## src/rtl/copper_ctrl.sv

```systemverilog
// Copper sequencer: fetches two-word instructions from coppermem, waits on the
// video beam position and issues palette writes, skips, jumps and waits.
module copper_ctrl #(
  parameter int COP_ADDR_W = 10
) (
  input  logic                  clk,
  input  logic                  reset_i,
  input  logic                  cop_en_i,
  input  logic                  end_of_frame_i,
  input  logic [10:0]           h_count_i,
  input  logic [10:0]           v_count_i,
  output logic                  coppermem_rd_en_o,
  output logic [COP_ADDR_W-1:0] coppermem_rd_addr_o,
  input  logic [15:0]           coppermem_rd_data_i,
  output logic                  pal_wr_en_o,
  output logic [7:0]            pal_wr_addr_o,
  output logic [15:0]           pal_wr_data_o
);

  typedef enum logic [2:0] {
    S_IDLE  = 3'd0,
    S_F0    = 3'd1,
    S_F1    = 3'd2,
    S_EX    = 3'd3,
    S_WAITB = 3'd4,
    S_WAITF = 3'd5
  } state_t;

  localparam logic [3:0] OP_WAIT  = 4'h0;
  localparam logic [3:0] OP_SKIP  = 4'h2;
  localparam logic [3:0] OP_JMP   = 4'h4;
  localparam logic [3:0] OP_MOVEP = 4'hB;

  state_t                state_q;
  logic [COP_ADDR_W-1:0] pc_q;
  logic [COP_ADDR_W-1:0] last_addr_q;
  logic [15:0]           w0_q;
  logic [15:0]           w1_q;
  logic                  pal_wr_en_q;
  logic [7:0]            pal_wr_addr_q;
  logic [15:0]           pal_wr_data_q;

  logic [COP_ADDR_W-1:0] pc_p1, pc_p2, pc_p4;
  logic [COP_ADDR_W-1:0] ex_pc_d;
  state_t                ex_state_d;
  logic                  ex_wr_d;
  logic                  ex_met, wb_met;
  logic                  unused_bits;

  assign pc_p1 = pc_q + COP_ADDR_W'(1);
  assign pc_p2 = pc_q + COP_ADDR_W'(2);
  assign pc_p4 = pc_q + COP_ADDR_W'(4);

  // Unsigned beam compare; flags[0] drops the Y test, flags[1] drops the X test.
  function automatic logic cond_met(input logic [15:0] w0, input logic [15:0] w1,
                                    input logic [10:0] h, input logic [10:0] v);
    return (w1[0] | (v >= w0[10:0])) & (w1[1] | (h >= w1[14:4]));
  endfunction

  assign ex_met = cond_met(w0_q, coppermem_rd_data_i, h_count_i, v_count_i);
  assign wb_met = cond_met(w0_q, w1_q, h_count_i, v_count_i);

  always_comb begin
    ex_pc_d    = pc_p2;
    ex_state_d = S_F0;
    ex_wr_d    = 1'b0;
    case (w0_q[15:12])
      OP_WAIT: begin
        if (coppermem_rd_data_i[1:0] == 2'b11) begin
          ex_pc_d    = pc_q;
          ex_state_d = S_WAITF;
        end else if (!ex_met) begin
          ex_pc_d    = pc_q;
          ex_state_d = S_WAITB;
        end
      end
      OP_SKIP:  ex_pc_d = ex_met ? pc_p4 : pc_p2;
      OP_JMP:   ex_pc_d = w0_q[COP_ADDR_W-1:0];
      OP_MOVEP: ex_wr_d = 1'b1;
      default:  ex_pc_d = pc_p2;
    endcase
  end

  // Read port is driven straight from state/pc; the address parks on its last value.
  always_comb begin
    coppermem_rd_en_o   = 1'b0;
    coppermem_rd_addr_o = last_addr_q;
    if (state_q == S_F0) begin
      coppermem_rd_en_o   = 1'b1;
      coppermem_rd_addr_o = pc_q;
    end else if (state_q == S_F1) begin
      coppermem_rd_en_o   = 1'b1;
      coppermem_rd_addr_o = pc_p1;
    end
  end

  always_ff @(posedge clk or posedge reset_i) begin
    if (reset_i) begin
      state_q       <= S_IDLE;
      pc_q          <= '0;
      last_addr_q   <= '0;
      w0_q          <= '0;
      w1_q          <= '0;
      pal_wr_en_q   <= 1'b0;
      pal_wr_addr_q <= '0;
      pal_wr_data_q <= '0;
    end else begin
      last_addr_q <= coppermem_rd_addr_o;
      pal_wr_en_q <= 1'b0;
      if (!cop_en_i) begin
        state_q <= S_IDLE;
        pc_q    <= '0;
      end else if (end_of_frame_i) begin
        // Frame restart wins over everything, including a MOVEP in EX.
        state_q <= S_F0;
        pc_q    <= '0;
      end else begin
        case (state_q)
          S_IDLE: state_q <= S_IDLE;
          S_F0:   state_q <= S_F1;
          S_F1: begin
            w0_q    <= coppermem_rd_data_i;
            state_q <= S_EX;
          end
          S_EX: begin
            w1_q    <= coppermem_rd_data_i;
            pc_q    <= ex_pc_d;
            state_q <= ex_state_d;
            if (ex_wr_d) begin
              pal_wr_en_q   <= 1'b1;
              pal_wr_addr_q <= w0_q[7:0];
              pal_wr_data_q <= coppermem_rd_data_i;
            end
          end
          S_WAITB: begin
            if (wb_met) begin
              pc_q    <= pc_p2;
              state_q <= S_F0;
            end
          end
          S_WAITF: state_q <= S_WAITF;
          default: state_q <= S_IDLE;
        endcase
      end
    end
  end

  assign pal_wr_en_o   = pal_wr_en_q;
  assign pal_wr_addr_o = pal_wr_addr_q;
  assign pal_wr_data_o = pal_wr_data_q;

  assign unused_bits = ^{w0_q[11], w1_q[15], w1_q[3:2]};

endmodule

```

## config.mk

```make
export PLATFORM = sky130hd
export DESIGN_NAME = copper_ctrl
export DESIGN_NICKNAME = d
export VERILOG_FILES = /design/src/rtl/copper_ctrl.sv
export SDC_FILE = /design/constraint.sdc
export NUM_CORES = 1
export LEC_CHECK = 0
export CAP_MARGIN = 25
export CORE_UTILIZATION = 32
export CTS_BUF_LIST = sky130_fd_sc_hd__clkbuf_4 sky130_fd_sc_hd__clkbuf_8 sky130_fd_sc_hd__clkbuf_16
export CTS_CLUSTER_SIZE = 24
export DETAILED_ROUTE_END_ITERATION = 12
export SYNTH_ARGS = -nofsm -noshare
export SYNTH_HDL_FRONTEND = slang
export SYNTH_SLANG_ARGS = --single-unit
```

## constraint.sdc

```tcl
create_clock -name clk -period 2.2 [get_ports clk]
set_input_delay 0.44 -clock clk [delete_from_list [all_inputs] [get_ports clk]]
set_output_delay 0.44 -clock clk [all_outputs]
set_load 0.05 [all_outputs]
```

==> results.toml, run 1 <==
[status]
status = "complete, but fails checks"
violations = "negative setup slack"

[synth]
synthDominantCellAreaShare_pct = 42.2
syn-cell-area_mm2 = 0.00451
synth_largest_area_cell = "dfrtp_1"
synthTopCellsByCount = "76 x dfrtp_1, 60 x nand2_1, 40 x inv_1, 38 x o21ai_0, 37 x ha_1"
netlist_top_cells_area = "dfrtp_1 42%, ha_1 10%, mux2_2 8.2%"
synth_cell_types = 65
ys_ff_latch = 76
yosysWarnings = 0
synth.most_common_cell = "dfrtp_1"
synth_edf_count = 0
ys.flop_type = "dfrtp_1"
yosysSeqAreaShare_pct = 42.2
async_flop_share_pct = 100
syn_avg_cell_area_um2 = 9.54
syn_nets = 552
syn_inst = 473

[cts]
cts.path.max_buffers = 2
root_buffer = "clkbuf_16"
clk_pin_slew_ns = 0.07
htreeDepth = 3
cts_tree = "yes"
clock_latency_ns = 0.35
cts_buffers = 9
cts_sinks = 76
hold_buffers = 0

[final_layout]
n_antenna_cell = 0
final-instance-count-excl-fill = 816
syn2layout_area_growth_pct = 53.1
drive_gt1_share_pct = 35.1
fillers = 1278
fin_util_pct = 49.9
nNetsFinal = 710

[die]
initial_core_util_pct = 32.6
die_w_um = 121
dieHeight_um = 121
pin_count = 78
dieArea_mm2 = 0.0146
rows = 43
coreArea_mm2 = 0.0138

[global_routing]
grt.overflow.total = 0
grt_usage_pct = 19.6
grt_pass1_vias = 4486
antenna_found_initial = 0
grt_max_degree = 49
grt_pass1_wl_um = 21900

[power]
ir_worst_vdd_uv = 524
p_per_area_mw_per_mm2 = 661
totalPowerFinal_w = 0.00456
power.leakage_nw = 3.19

[placed_design]
portBuffers = 77
dp.cells = 777
gp_congestion = 0.876
dpl.hpwl_um = 9820

[timing]
worst_slack_ns = -0.286
final_max_slew_viol_count = 0
worst_slew_pin_slew_ns = 0.723
finalSetupViolCount = 21
fin_setup_tns_ns = -3.16
fmax_mhz = 402
slew_headroom_pct = 51.5
hold_viol = 0
fin_crit_ns = 2.49
fin_hold_ws_ns = 0.449
rsz0062_at_grt = "yes"
min_period_over_period_pct = 113
skew_ns = 0.00788

[detailed_routing]
vias = 4158
totalWireLength_um = 13300
wl_per_cell_um = 16.3
drt_iter0_markers = 173
postRouteAntennaNets = 0
drtPass1Iterations = 8
drc_errors = 0
routed_via_density = 5.10

[setup_path]
r2r_cells = 11
cp_data_arrival_time_ns = 2.73
crit_chain = "inv_2 -> ha_4 -> a21o_1 -> a221oi_4 -> o31a_4 -> o21ai_2 -> o311a_4 -> a21oi_4 -> buf_6 -> a21oi_2 -> o22a_1"
r2r_slack_ns = -0.29
worstSetupPathType = "reg2reg"
crit_path_start_kind = "flip-flop"
slowest_delay_ns = 0.40
required_ns = 2.44
worstSetupEndpointType = "flip-flop"
crit_slowest_cell = "dfrtp_1"
crit_fanout = 4

[worst_hold_path]
worstHoldPathType = "in2async"

[flow_run]
cap_viol_max_count = 0
-- power breakdown --
| part | internal (W) | switching (W) | total [W] |
|---|---|---|---|
| Combinational | 0.000664 | 0.000733 | 0.00140 |
| Clock | 0.000919 | 0.000632 | 0.00155 |
| Sequential | 0.00153 | 0.0000834 | 0.00161 |
| Total | 0.00311 | 0.00145 | 0.00456 |
-- cell usage in the layout (no fill, tap or decap), types with 7 or more instances in the layout --
cell type         n
nor2_1           20
mux2_2           32
ha_4             10
ha_1             25
a21oi_2          10
dlygate4sd2_1    25
a21oi_1          22
dfrtp_1          75
clkdlybuf4s50_1  37
o21ai_0          31
inv_1            33
o21ai_1           8
nand2_1          53
nand2_2           7
clkbuf_16         9
buf_12           12
buf_4            83
-- metal layers --
metal  wire length (µm)  vias to the layer above  share of wire (%)  track usage (%)
met4                361                        0                2.7             7.41
met1               5680                     1990                 43             22.8
met5                  0                        -                  0                0
met3                605                       31                4.6             5.19
met2               6640                      130                 50             34.2
li1                   -                     2007                  -                -
-- critical path, delay by kind of cell (launching register included) --
family          cells  cell delay (ns)
buf+inv             2             0.23
fa+ha+maj           1             0.20
compound gates      8             1.56
flops               1             0.40
-- final timing paths --
path	start	to
worst max-delay path	w0_q[4]	pc_q[5]
worst min-delay path	reset_i	state_q[0]
worst max register to register	w0_q[4]	pc_q[5]
worst min register to register	w0_q[10]	w0_q[10]
max in group asynchronous	reset_i	w0_q[4]
min in group clk	coppermem_rd_data_i[8]	w1_q[8]
-- layout make-up --
class	count	area (µm²)	area share, %
sequential	76	1900	27.6
clock buffer	10	239	3.46
clock inverter	6	71.3	1.03
inverter	40	154	2.23
tap	180	225	3.26
multi-input combinational	337	2740	39.7
timing repair buffer	167	1570	22.7
-- cell families (layout without fill, tap and decap cells) --
group,after synthesis,after routing,share of synthesized area [%]
AOI/OAI and AO/OA,133,133,19.6
xor gates and xnor gates,5,5,0.971
adders and majority gates,37,37,10.3
buffers and inverters,60,223,5.30
DFF,76,76,42.2
muxes,33,33,8.24
and+or+nand+nor,129,129,13.5
-- stage by stage --
stage / setup WS [ns] / cell area (µm²)
3_3_place_gp: -0.753 / 6140
6_report: -0.286 / 6900
2_1_floorplan: -0.118 / 4610
3_5_place_dp: -0.892 / 6140
4_1_cts: -0.295 / 6840
5_1_grt: -0.374 / 6900
-- flip-flops by register name (all words and copies together) (netlist names) --
name and cells:
last_addr_q 10, pal_wr_addr_o 8, pal_wr_data_o 16, pal_wr_en_o 1
pc_q 10, state_q 3, w0_q 15, w1_q 13
-- repair_timing --
item / in CTS / in global routing
pin swaps: 42 / 11
setup buffers: 20 / 4
resized for setup: 81 / 13
endpoints found under the hold margin: 0 / 0
cloned: 1 / 0
endpoints found under the setup margin: 23 / 23
No activity file was read; power rests on OpenSTA's default activity.
==> inputs of run 2 (changes only) <==
--- a/config.mk
+++ b/config.mk
@@ -7,4 +7,5 @@
 export LEC_CHECK = 0
 export CAP_MARGIN = 25
+export CORE_MARGIN = 5
 export CORE_UTILIZATION = 32
 export CTS_BUF_LIST = sky130_fd_sc_hd__clkbuf_4 sky130_fd_sc_hd__clkbuf_8 sky130_fd_sc_hd__clkbuf_16
==> constraint.sdc (replaced) <==
create_clock -name clk -period 2.4 [get_ports clk]
set_input_delay 0.24 -clock clk [delete_from_list [all_inputs] [get_ports clk]]
set_output_delay 0.24 -clock clk [all_outputs]
set_load 0.05 [all_outputs]
==> run 2 against run 1 <==
Effect of this change: the run still ends with negative setup slack left; via count is 4.8% lower; clock power fell by 17%; clock skew about the same; fmax fell by 1.5%; non-clock buffer count down 28; wire length decreased by 5.0%; sequential power down 9%; die area increased by 14%; first-iteration DRC count down 18%; utilization fell by 3.9 points; sequential cell count unchanged; cell area fell by 7.9%; critical endpoint is now pc_q[1]; largest cell class unchanged.
==> results.toml, run 2 (synthesis gave the netlist of run 1 again) <==
[cts]
cts_buffers = 9
root_buffer = "clkbuf_16"
cts.path.max_buffers = 2
clk_pin_slew_ns = 0.07
htreeDepth = 3
cts_sinks = 76
cts_tree = "yes"
clock_latency_ns = 0.35

[timing]
finalSetupViolCount = 11
fmax_mhz = 396
slew_headroom_pct = 64.1
rsz0062_at_grt = "yes"
hold_viol = 0
final_max_slew_viol_count = 0
worst_slew_pin_slew_ns = 0.539
worst_slack_ns = -0.125
min_period_over_period_pct = 105
fin_hold_ws_ns = 0.325
skew_ns = 0.00742
fin_crit_ns = 2.53

[power]
p_per_area_mw_per_mm2 = 620
switchingPower_w = 0.00127
p_seq_share_pct = 37.4
p_sw_share_pct = 32.1
pwr-share-comb_pct = 29.8
ir_worst_vdd_uv = 436
clockPowerShare_pct = 32.8
totalPowerFinal_w = 0.00394
power.leakage_nw = 2.93
intPower_w = 0.00268

[global_routing]
grt_max_degree = 43
antenna_found_initial = 0
grt_pass1_wl_um = 20600
grt_pass1_vias = 4150
grt.overflow.total = 0
grt_usage_pct = 15.7

[placed_design]
placed_area_mm2 = 0.00595
dpl.hpwl_um = 9780
dpl_worst_slack_ns = -0.454
portBuffers = 77
gp_congestion = 0.922

[final_layout]
syn2layout_area_growth_pct = 41.0
largest_register_ffs = 16
final_cell_mix = "76 x dfrtp_1, 66 x clkdlybuf4s50_1, 59 x nand2_1, 59 x buf_4, 38 x inv_1"
final_common_cell = "dfrtp_1"
drive_gt1_share_pct = 24.5
n_antenna_cell = 0
nNetsFinal = 682
fin_util_pct = 46.0
design_area_mm2 = 0.00636

[setup_path]
worstSetupEndpointType = "flip-flop"
worstSetupPathType = "reg2reg"
crit_path_start_kind = "flip-flop"
cp-startpoint = "w0_q[4]"
crit_fanout = 7
cp_data_arrival_time_ns = 2.76
required_ns = 2.63
timing.rr.start = "w0_q[4]"

[detailed_routing]
drc_errors = 0
drtPass1Iterations = 5
totalWireLength_um = 12600
routed_via_density = 5.02
drt_iter0_markers = 142
postRouteAntennaNets = 0
wl_per_cell_um = 16.0
vias = 3957

[die]
dieArea_mm2 = 0.0166
die_w_um = 129
pin_count = 78
initial_core_util_pct = 32.6
coreArea_mm2 = 0.0138
dieHeight_um = 129
rows = 43

[status]
status = "complete, but fails checks"
violations = "negative setup slack"

[flow_run]
cap_viol_max_count = 0

[worst_hold_path]
worstHoldPathType = "in2async"
==> run 2: cell types whose count changed in the layout (fill, tap and decap cells not counted), sizes merged, moves of 2 or more <==
cell / previous run / this run
buf: 101 / 73
clkinvlp: 3 / 1
dlymetal6s2s: 4 / 0
clkdlybuf4s50: 37 / 66
inv: 41 / 44
dlygate4sd2: 25 / 0
==> run 2: worst paths after layout <==
| path | cells past startpoint | endpoint | slack, ns |
|---|---|---|---|
| setup reg to reg | 12 | pc_q[1] | -0.13 |
| max in group asynchronous | 3 | pal_wr_en_o | 1.67 |
| hold / removal | 3 | state_q[0] | 0.33 |
| setup / recovery | 12 | pc_q[1] | -0.13 |
| min in group clk | 2 | state_q[0] | 0.49 |
| hold reg to reg | 2 | w0_q[10] | 0.50 |
==> run 2: metrics by stage <==
| step | TNS [ns] | std cells |
|---|---|---|
| finish | -0.777 | 788 |
| detailed placement | -4.40 | 766 |
| global route | -1.96 | 788 |
| global placement | -3.87 | 766 |
| CTS | -0.633 | 784 |
| floorplan | 0 | 473 |
==> run 2: power by group through the flow <==
stage | Combinational (W) | Clock, W | Sequential [W]
3_5_place_dp | 0.00111 | 0 | 0.00150
4_1_cts | 0.00115 | 0.00134 | 0.00147
5_1_grt | 0.00130 | 0.00138 | 0.00149
6_report | 0.00118 | 0.00129 | 0.00147
3_3_place_gp | 0.00109 | 0 | 0.00149
2_1_floorplan | 0.000597 | 0 | 0.00148
==> run 2: critical path: stages (launching register included) <==
cell	delay [ns]
dfrtp_1	0.40
inv_2	0.09
ha_4	0.20
a21o_1	0.18
a221oi_4	0.29
o31a_2	0.20
buf_6	0.11
o211ai_4	0.10
a31o_4	0.28
a21oi_4	0.22
buf_6	0.15
a21oi_2	0.03
o22a_1	0.16
==> run 2: metal layers <==
layer / global-route usage (%) / share of wire, % / vias to the layer above
met4: 4.39 / 1.7 / 0
met2: 27.3 / 50 / 101
li1: - / - / 1947
met5: 0 / 0 / -
met1: 19.1 / 43 / 1891
met3: 4.28 / 5.4 / 18
==> run 2: final cells by class <==
class / instances / area [µm²]
clock inverters: 7 / 56.3
flip-flops and latches: 76 / 1900
well taps: 180 / 225
repair buffers: 139 / 1360
inverters: 40 / 150
multi-input cells: 337 / 2440
clock buffers: 9 / 225
fillers: 1300 / 7470
==> run 2: repair_timing <==
action	in CTS	in global routing
pin swaps	8	9
setup endpoints to repair	12	15
hold buffers	0	0
resized for setup	11	11
hold endpoints to repair	0	0
setup buffers	2	4
==> inputs of run 3 (changes only) <==
Settings changed: SLEW_MARGIN set to 5.
==> results of run 3 <==
Same layout as run 2: the final DEF is identical, and so are final timing and power.
